$ cat config.mk
export PLATFORM = sky130hd
export DESIGN_NAME = dclk_tx_lanes_flat
export DESIGN_NICKNAME = d
export VERILOG_FILES = /design/src/rtl/dclk_tx_lanes_if.sv /design/src/rtl/dclk_tx_lanes.sv /design/src/flat_wrapper.sv
export SDC_FILE = /design/constraint.sdc
export NUM_CORES = 1
export LEC_CHECK = 0
export CORE_UTILIZATION = 52
export CTS_BUF_LIST = sky130_fd_sc_hd__clkbuf_4
export CTS_CLUSTER_DIAMETER = 100
export DETAILED_ROUTE_END_ITERATION = 16
export GPL_ROUTABILITY_DRIVEN = 0
export MAX_ROUTING_LAYER = met4
export PLACE_DENSITY_LB_ADDON = 0.3
export SETUP_SLACK_MARGIN = 0.02
export SYNTH_ARGS = -nofsm -noshare
export SYNTH_HDL_FRONTEND = slang
export SYNTH_SLANG_ARGS = --single-unit
$ cat constraint.sdc
create_clock -name clk -period 1.84 [get_ports clk]
set_input_delay 0.368 -clock clk [delete_from_list [all_inputs] [get_ports clk]]
set_output_delay 0.368 -clock clk [all_outputs]
set_load 0.02 [all_outputs]
$ cat src/rtl/dclk_tx_lanes_if.sv
// Router-side push port and serial channel side of the lane transmitter.
// master = router/channel environment, slave = transmitter.
interface dclk_tx_lanes_if #(
    parameter int DATA_W = 16,
    parameter int LANES  = 1
);
    logic              req;
    logic [DATA_W-1:0] parallel_in;
    logic              tx_busy;
    logic              drop;
    logic              channel_busy;
    logic [LANES-1:0]  serial_out;
    logic              tx_active;
    logic [15:0]       frames_sent;

    modport master (
        output req, parallel_in, channel_busy,
        input  tx_busy, drop, serial_out, tx_active, frames_sent
    );

    modport slave (
        input  req, parallel_in, channel_busy,
        output tx_busy, drop, serial_out, tx_active, frames_sent
    );
endinterface

$ cat src/rtl/dclk_tx_lanes.sv
// Buffers router words and sends each as a framed burst (start, data, parity, gap) over LANES wires.
// Push to START visible after 2 edges; push refused while full; channel_busy checked only between frames.
module dclk_tx_lanes #(
    parameter int DATA_W    = 16,
    parameter int LANES     = 1,
    parameter int DEPTH     = 2,
    parameter int PARITY_EN = 1
) (
    input  logic               clk,
    input  logic               reset,
    dclk_tx_lanes_if.slave     bus
);
    localparam int BEATS = DATA_W / LANES;
    localparam int BCW   = (BEATS > 1) ? $clog2(BEATS) : 1;
    localparam int AW    = (DEPTH > 1) ? $clog2(DEPTH) : 1;
    localparam logic [BCW-1:0] LAST_BEAT = BCW'(BEATS - 1);
    localparam logic [AW:0]    FULL_CNT  = (AW + 1)'(DEPTH);

    typedef enum logic [2:0] {IDLE, START, DATA, PARITY, GAP} state_t;

    logic [DATA_W-1:0] mem [DEPTH];
    logic [AW-1:0]     wr_ptr;
    logic [AW-1:0]     rd_ptr;
    logic [AW:0]       count;
    logic              full;
    logic              push;
    logic              pop;
    logic              drop_q;

    state_t            state_q, state_d;
    logic [BCW-1:0]    beat_q, beat_d;
    logic [DATA_W-1:0] shift_q, shift_d;
    logic              par_q, par_d;
    logic [LANES-1:0]  ser_q, ser_d;
    logic              act_q, act_d;
    logic [15:0]       sent_q;
    logic              sent_inc;

    // A full FIFO refuses the push even if the head leaves on the same edge.
    assign full = (count == FULL_CNT);
    assign push = bus.req && !full;

    always_ff @(posedge clk) begin
        if (push) begin
            mem[wr_ptr] <= bus.parallel_in;
        end
    end

    always_ff @(posedge clk or negedge reset) begin
        if (!reset) begin
            wr_ptr <= '0;
            rd_ptr <= '0;
            count  <= '0;
            drop_q <= 1'b0;
        end else begin
            if (push) wr_ptr <= wr_ptr + 1'b1;
            if (pop)  rd_ptr <= rd_ptr + 1'b1;
            count  <= count + (AW + 1)'(push) - (AW + 1)'(pop);
            drop_q <= bus.req && full;
        end
    end

    always_ff @(posedge clk or negedge reset) begin
        if (!reset) begin
            state_q <= IDLE;
            beat_q  <= '0;
            shift_q <= '0;
            par_q   <= 1'b0;
            ser_q   <= '0;
            act_q   <= 1'b0;
            sent_q  <= '0;
        end else begin
            state_q <= state_d;
            beat_q  <= beat_d;
            shift_q <= shift_d;
            par_q   <= par_d;
            ser_q   <= ser_d;
            act_q   <= act_d;
            sent_q  <= sent_q + 16'(sent_inc);
        end
    end

    // Outputs are computed for the state being entered, so state_q always names
    // the beat currently on the wire. The gap beat doubles as the idle decision
    // point, which keeps back-to-back frames at 1+BEATS+PARITY_EN+1 clocks.
    always_comb begin
        state_d  = state_q;
        beat_d   = beat_q;
        shift_d  = shift_q;
        par_d    = par_q;
        ser_d    = '0;
        act_d    = 1'b0;
        pop      = 1'b0;
        sent_inc = 1'b0;
        case (state_q)
            IDLE, GAP: begin
                state_d = IDLE;
                if (count != '0 && !bus.channel_busy) begin
                    pop     = 1'b1;
                    state_d = START;
                    shift_d = mem[rd_ptr];
                    par_d   = ^mem[rd_ptr];
                    ser_d   = '1;
                    act_d   = 1'b1;
                end
            end
            START: begin
                state_d = DATA;
                beat_d  = '0;
                ser_d   = shift_q[LANES-1:0];
                shift_d = shift_q >> LANES;
                act_d   = 1'b1;
            end
            DATA: begin
                if (beat_q == LAST_BEAT) begin
                    if (PARITY_EN != 0) begin
                        state_d  = PARITY;
                        ser_d[0] = par_q;
                        act_d    = 1'b1;
                    end else begin
                        state_d  = GAP;
                        sent_inc = 1'b1;
                    end
                end else begin
                    beat_d  = beat_q + 1'b1;
                    ser_d   = shift_q[LANES-1:0];
                    shift_d = shift_q >> LANES;
                    act_d   = 1'b1;
                end
            end
            PARITY: begin
                state_d  = GAP;
                sent_inc = 1'b1;
            end
            default: state_d = IDLE;
        endcase
    end

    assign bus.tx_busy     = full;
    assign bus.drop        = drop_q;
    assign bus.serial_out  = ser_q;
    assign bus.tx_active   = act_q;
    assign bus.frames_sent = sent_q;
endmodule
$ cat src/flat_wrapper.sv
// flat-port wrapper written by rule: the top's interface ports become plain ports
module dclk_tx_lanes_flat 
#(
    parameter int DATA_W    = 16,
    parameter int LANES     = 1,
    parameter int DEPTH     = 2,
    parameter int PARITY_EN = 1
)
  (clk, reset, bus_req, bus_parallel_in, bus_channel_busy, bus_tx_busy, bus_drop, bus_serial_out, bus_tx_active, bus_frames_sent);
  dclk_tx_lanes_if #(.DATA_W(DATA_W), .LANES(LANES)) bus_i ();
  input  logic clk;
  input  logic reset;
  input wire logic [$bits(bus_i.req)-1:0] bus_req;
  input wire logic [$bits(bus_i.parallel_in)-1:0] bus_parallel_in;
  input wire logic [$bits(bus_i.channel_busy)-1:0] bus_channel_busy;
  output wire logic [$bits(bus_i.tx_busy)-1:0] bus_tx_busy;
  output wire logic [$bits(bus_i.drop)-1:0] bus_drop;
  output wire logic [$bits(bus_i.serial_out)-1:0] bus_serial_out;
  output wire logic [$bits(bus_i.tx_active)-1:0] bus_tx_active;
  output wire logic [$bits(bus_i.frames_sent)-1:0] bus_frames_sent;
  assign bus_i.req = bus_req;
  assign bus_i.parallel_in = bus_parallel_in;
  assign bus_i.channel_busy = bus_channel_busy;
  assign bus_tx_busy = bus_i.tx_busy;
  assign bus_drop = bus_i.drop;
  assign bus_serial_out = bus_i.serial_out;
  assign bus_tx_active = bus_i.tx_active;
  assign bus_frames_sent = bus_i.frames_sent;
  dclk_tx_lanes #(.DATA_W(DATA_W), .LANES(LANES), .DEPTH(DEPTH), .PARITY_EN(PARITY_EN)) u_core (.clk(clk), .reset(reset), .bus(bus_i));
endmodule
* Word-level counts from Yosys, hierarchy flattened
Memory sizes are Yosys's and may differ from the RTL's.
Cells that the tools add are included.
** Word-level totals
- Flip-flop bits (word level) :: 47
- Bits in writable memories :: 32
- Input bits :: 20
- Logic and storage cells :: 58
- Memories kept :: 1
** Memory list
- u_core.mem :: depth 2, width 16, rd ports 1, clocked after Yosys merged registers in 0, write ports 1, RTL line dclk_tx_lanes.sv:21 : logic [DATA_W-1:0] mem [DEPTH];
** Cells by class
- $add $sub $neg :: 6
- Equal/unequal tests :: 9
- Mux-type cells :: 16
- Reduce and logical (&&, ||, !) cells :: 15
** Operators with widths (count)
- 16-bit one-hot mux with 3 select lines :: 1
- 16-bit 2-to-1 mux :: 2
- 16-bit by 1-bit adder with 16-bit output :: 1
- 16-bit XOR reduction :: 1
- 3-bit one-hot mux with 4 select lines :: 1
- 4-bit one-hot mux with 2 select lines :: 1
- 1-bit 2-to-1 mux :: 7
- 3-bit by 2-bit equality test with 1-bit output, second input constant :: 2
- 4-bit by 1-bit adder with 4-bit output, second input constant :: 1
- 4-bit equality test, second input constant :: 1
- 4-bit 2-to-1 mux :: 1
- 2-bit by 1-bit inequality test with 1-bit output, second input constant :: 2
- 2-bit AND reduction :: 2
- 2-bit nonzero test :: 2
- 2-bit OR reduction :: 2
- 3-bit by 1-bit equality test with 1-bit output, second input constant :: 1
- 3-bit equality test, second input constant :: 1
- 1-bit logical AND :: 3
- 3-bit zero test :: 1
- 3-bit 2-to-1 mux :: 1
- 1-bit one-hot mux with 3 select lines :: 1
- 3-bit AND reduction :: 1
- 3-bit nonzero test :: 1
- 1-bit adder, second input constant :: 2
- 6 further kinds :: 7

* Depth between registers and ports, before layout
- Depth in word-level cells :: 5
- Gate-level depth with buffers :: 8

* Worst setup path before layout
OpenSTA, ideal clock, no wires.
- Kind :: reg2reg
- From :: reg u_core.state_q[0]
- To :: reg u_core.sent_q[15] (netlist: u_core.bus.frames_sent[15])
- Arrival time :: 1.633 ns
- Required time :: 1.761 ns
- Slack :: 0.127 ns
- Cell stages (with the launch flop) :: 9
- Path buffers :: 0
- Clock period less this slack :: 1.713 ns
- Cell sequence :: dfrtp_1 -> and3b_1 -> ha_1 -> and3_1 -> nand3_1 -> nor2_1 -> nand2_1 -> nor2_1 -> xor2_1
** Between the ends
- Word-level cells in the longest chain between the ends :: 3
** Ends and longest elaborated chain
- from (decl) :: RTL line dclk_tx_lanes.sv:30 : state_t state_q, state_d;
- from (signal assigned) :: RTL line dclk_tx_lanes.sv:73 : state_q <= state_d;
- 3-bit by 2-bit equality test with 1-bit output :: RTL line dclk_tx_lanes.sv:95 : case (state_q)
- 1-bit 2-to-1 mux
- 16-bit by 1-bit adder with 16-bit output :: RTL line dclk_tx_lanes.sv:79 : sent_q <= sent_q + 16'(sent_inc);
- to (signal assigned) :: RTL line dclk_tx_lanes.sv:79
- to (decl) :: RTL line dclk_tx_lanes.sv:36 : logic [15:0] sent_q;
Every way passes these cells.
A chain may end at the register's enable or synchronous reset.

* Worst setup path in the final report
- From :: reg u_core.state_q[2]
- To :: reg u_core.sent_q[8] (netlist: u_core.bus.frames_sent[8])
The elaborated chain is that of the path after synthesis.

==> flow_metrics.py <==
metrics = {
    "outcome": {
        "status": "finished clean",
    },
    "logic_synthesis": {
        "synthesis.nets": 303,
        "synth.area.top_cells": "dfrtp_1, edfxtp_1, mux2i_1",
        "syn_avg_cell_area_um2": 12.4,
        "ys_seq_elements": 79,
        "synth_top_area_cell": "dfrtp_1",
        "synth_cells": 278,
        "yosys.area.top_type_share_pct": 34.1,
        "synth_cell_types": 31,
        "yosys_warnings": 0,
        "syn-cell-area_um2": 3440,
        "ys_seq_area_share_pct": 62.0,
    },
    "clocking": {
        "cts_buffers": 9,
        "htreeDepth": 3,
        "cts_tree": "yes",
        "clock-root-buffer": "clkbuf_4",
        "clk_pin_slew_ns": 0.13,
        "cts.sinks": 79,
        "post_cts_buffers": 0,
        "clkLatencyLatePin_ns": 0.41,
        "cts.path.max_buffers": 2,
    },
    "die": {
        "ios": 40,
        "die_h_um": 83.4,
        "die_w_um": 83.4,
        "core_area_um2": 6390,
        "start_util_pct": 53.9,
        "dieArea_um2": 6950,
        "rows": 29,
    },
    "final_layout": {
        "finalCoreUtilization_pct": 66.0,
        "nFillCells": 493,
        "seq_area_um2": 2140,
        "layout_commonest_cell": "dfrtp_1",
        "multi_input_area_um2": 1230,
        "area_delta_synth_final_pct": 22.4,
        "fin_nets": 358,
        "fin_cells": 415,
        "n_antenna_cell": 0,
        "drive_gt1_share_pct": 11.2,
        "mostFrequentLayoutCells": "dfrtp_1, edfxtp_1, nand2_1",
    },
    "sta": {
        "postLayoutSetupSlackWorst_ns": 0.0927,
        "fin_hold_ws_ns": 0.441,
        "min_period_ns": 1.75,
        "hold_viol_final": 0,
        "setup_viol": 0,
        "rsz0062_at_grt": "yes",
        "fmax_mhz": 572,
        "period_share_pct": 95.0,
        "fin_setup_tns_ns": 0,
        "slew_headroom_pct": 66.9,
        "drv_slew": 0,
        "worstMarginPinSlew_ns": 0.497,
        "skew_ns": 0.0129,
    },
    "setup_path": {
        "cp-end-kind": "register",
        "worstRegToRegCells": 8,
        "crit_top_cell": "ha_1",
        "slowest_stage": "dfrtp_1",
        "cp_data_required_time_ns": 2.14,
        "slowest_delay_ns": 0.41,
        "reg2reg_from": "u_core.state_q[2]",
        "path_max_fanout": 3,
        "worstSetupPathType": "reg -> reg",
        "r2r-end": "u_core.bus.frames_sent[8]",
        "crit_chain": "and3b_1, ha_1, ha_1, and3_4, nand4_1, inv_1, nand2_1, xnor2_1",
        "r2r_setup_slack_ns": 0.09,
        "critical_path_arrival_ns": 2.04,
        "cp-start-kind": "register",
    },
    "detailed_routing": {
        "first_pass_iters": 4,
        "wirelength_um": 5530,
        "viasPerCell": 5.15,
        "drc": 0,
        "drtIter0Drc": 81,
        "num_vias": 2138,
        "wl_per_cell_um": 13.3,
        "antenna_left": 0,
    },
    "grt": {
        "grt_antenna_before_repair": 0,
        "gr-total-overflow": 0,
        "grt_pass1_vias": 2180,
        "gr-usage-all-layers_pct": 18.6,
        "grt_max_degree": 33,
        "grt_pass1_wl_um": 9710,
    },
    "placement": {
        "place_inst": 398,
        "dpl_worst_slack_ns": -0.175,
        "io_buffers": 39,
        "post-dp-hpwl_um": 3880,
    },
    "min_path": {
        "worstHoldPathType": "in -> async",
    },
    "power_and_ir_drop": {
        "p_seq_share_pct": 38.6,
        "clkPwrFrac_pct": 17.5,
        "switching_power_mw": 2.56,
        "irDropWorstVdd_mv": 0.957,
        "internal_power_mw": 4.54,
        "p_comb_share_pct": 43.9,
        "power_leakage_nw": 1.91,
        "p_per_area_nw_per_um2": 1680,
        "swShare_pct": 36.1,
    },
    "run": {
        "drv_cap": 0,
    },
}
==> routing by layer <==
layer / up-vias / track usage, % / wire (um)
li1: 1069 / - / -
met1: 1014 / 20.9 / 2350
met2: 40 / 30.7 / 2810
met5: - / - / 0
met3: 15 / 3.98 / 194
met4: 0 / 11.0 / 184
==> repair_timing <==
item                                   4_1_cts  5_1_grt
pin swaps                                    0        2
endpoints found under the hold margin       19        0
resized for setup                           13        7
setup endpoints to repair                   13        9
hold buffers                                 1        0
==> final cells by class <==
cell class / instances / area share, %
Clock inverter: 7 / 2.61
Inverter: 6 / 0.534
Tap cell: 77 / 2.28
Multi-Input combinational cell: 184 / 29.3
Timing Repair Buffer: 53 / 13.0
Sequential cell: 79 / 50.7
Clock buffer: 9 / 1.60
==> sequential cells by signal, indices dropped and copies added, names as in the netlist <==
register / flops
u_core.beat_q: 4
u_core.bus.drop: 1
u_core.bus.frames_sent: 16
u_core.bus.serial_out: 1
u_core.bus.tx_active: 1
u_core.count: 2
u_core.mem: 32
u_core.par_q: 1
u_core.rd_ptr: 1
u_core.shift_q: 16
u_core.state_q: 3
u_core.wr_ptr: 1
==> worst max-delay path, delay by kind of cell, from the launching register on <==
family | cells | cell delay [ns]
XOR/XNOR | 1 | 0.13
adder cells (fa/ha/maj) | 2 | 0.38
buffers and inverters | 1 | 0.11
flip-flops | 1 | 0.41
AND/OR/NAND/NOR | 4 | 0.61
==> Yosys cell counts <==
library cell and instances:
ha_1 5, and3b_1 2, nand2_1 26, or3b_2 1, xor2_1 19, o21ai_1 15, nand2b_1 1, nor2_2 1
o21ai_0 2, buf_2 7, nand3_1 13, o31ai_1 1, a21oi_1 17, dfrtp_1 47, and3_1 5, and2_1 1
xnor2_1 22, nor2_1 22, a221o_1 1, nor4_4 1, edfxtp_1 32, nor3b_1 1, buf_8 1, nand2_2 1
nor3b_2 1, or3_1 1, buf_6 1, nand4_1 2, inv_1 6, or2_2 1, mux2i_1 22
==> per-stage QoR <==
stage | power (mW) | instance area (um2)
2_1_floorplan | 5.03 | 3440
6_report | 7.10 | 4220
3_5_place_dp | 5.94 | 4030
5_1_grt | 7.67 | 4220
3_3_place_gp | 5.81 | 4030
4_1_cts | 7.18 | 4200
==> kinds of logic after synthesis <==
logic type               count (synthesis)  synth area share, %
multiplexers                            22                 6.39
flip-flops                              79                 62.0
XOR/XNOR                                41                 10.4
AO/OA/AOI/OAI                           36                 5.45
AND/OR/NAND/NOR                         80                 11.4
buffers and inverters                   15                 2.43
adder cells (fa/ha/maj)                  5                 1.82
==> power groups by stage <==
stage               sequential, mW  combinational (mW)  clock, mW
floorplan                     2.79                2.24          0
global placement              2.75                3.06          0
detailed placement            2.78                3.17          0
CTS                           2.74                3.16       1.28
global route                  2.81                3.48       1.38
finish                        2.74                3.12       1.24
==> worst max-delay path by stage <==
stage,cells past startpoint,to,startpoint
3_3_place_gp,7,u_core.count[1],bus_channel_busy
4_1_cts,1,bus_frames_sent[1],u_core.bus.frames_sent[1]
5_1_grt,9,u_core.bus.frames_sent[15],u_core.state_q[2]
3_5_place_dp,7,u_core.count[1],bus_channel_busy
6_report,8,u_core.bus.frames_sent[8],u_core.state_q[2]
2_1_floorplan,8,u_core.bus.frames_sent[15],u_core.state_q[0]
Note: power is estimated with default switching activity, not from simulation.
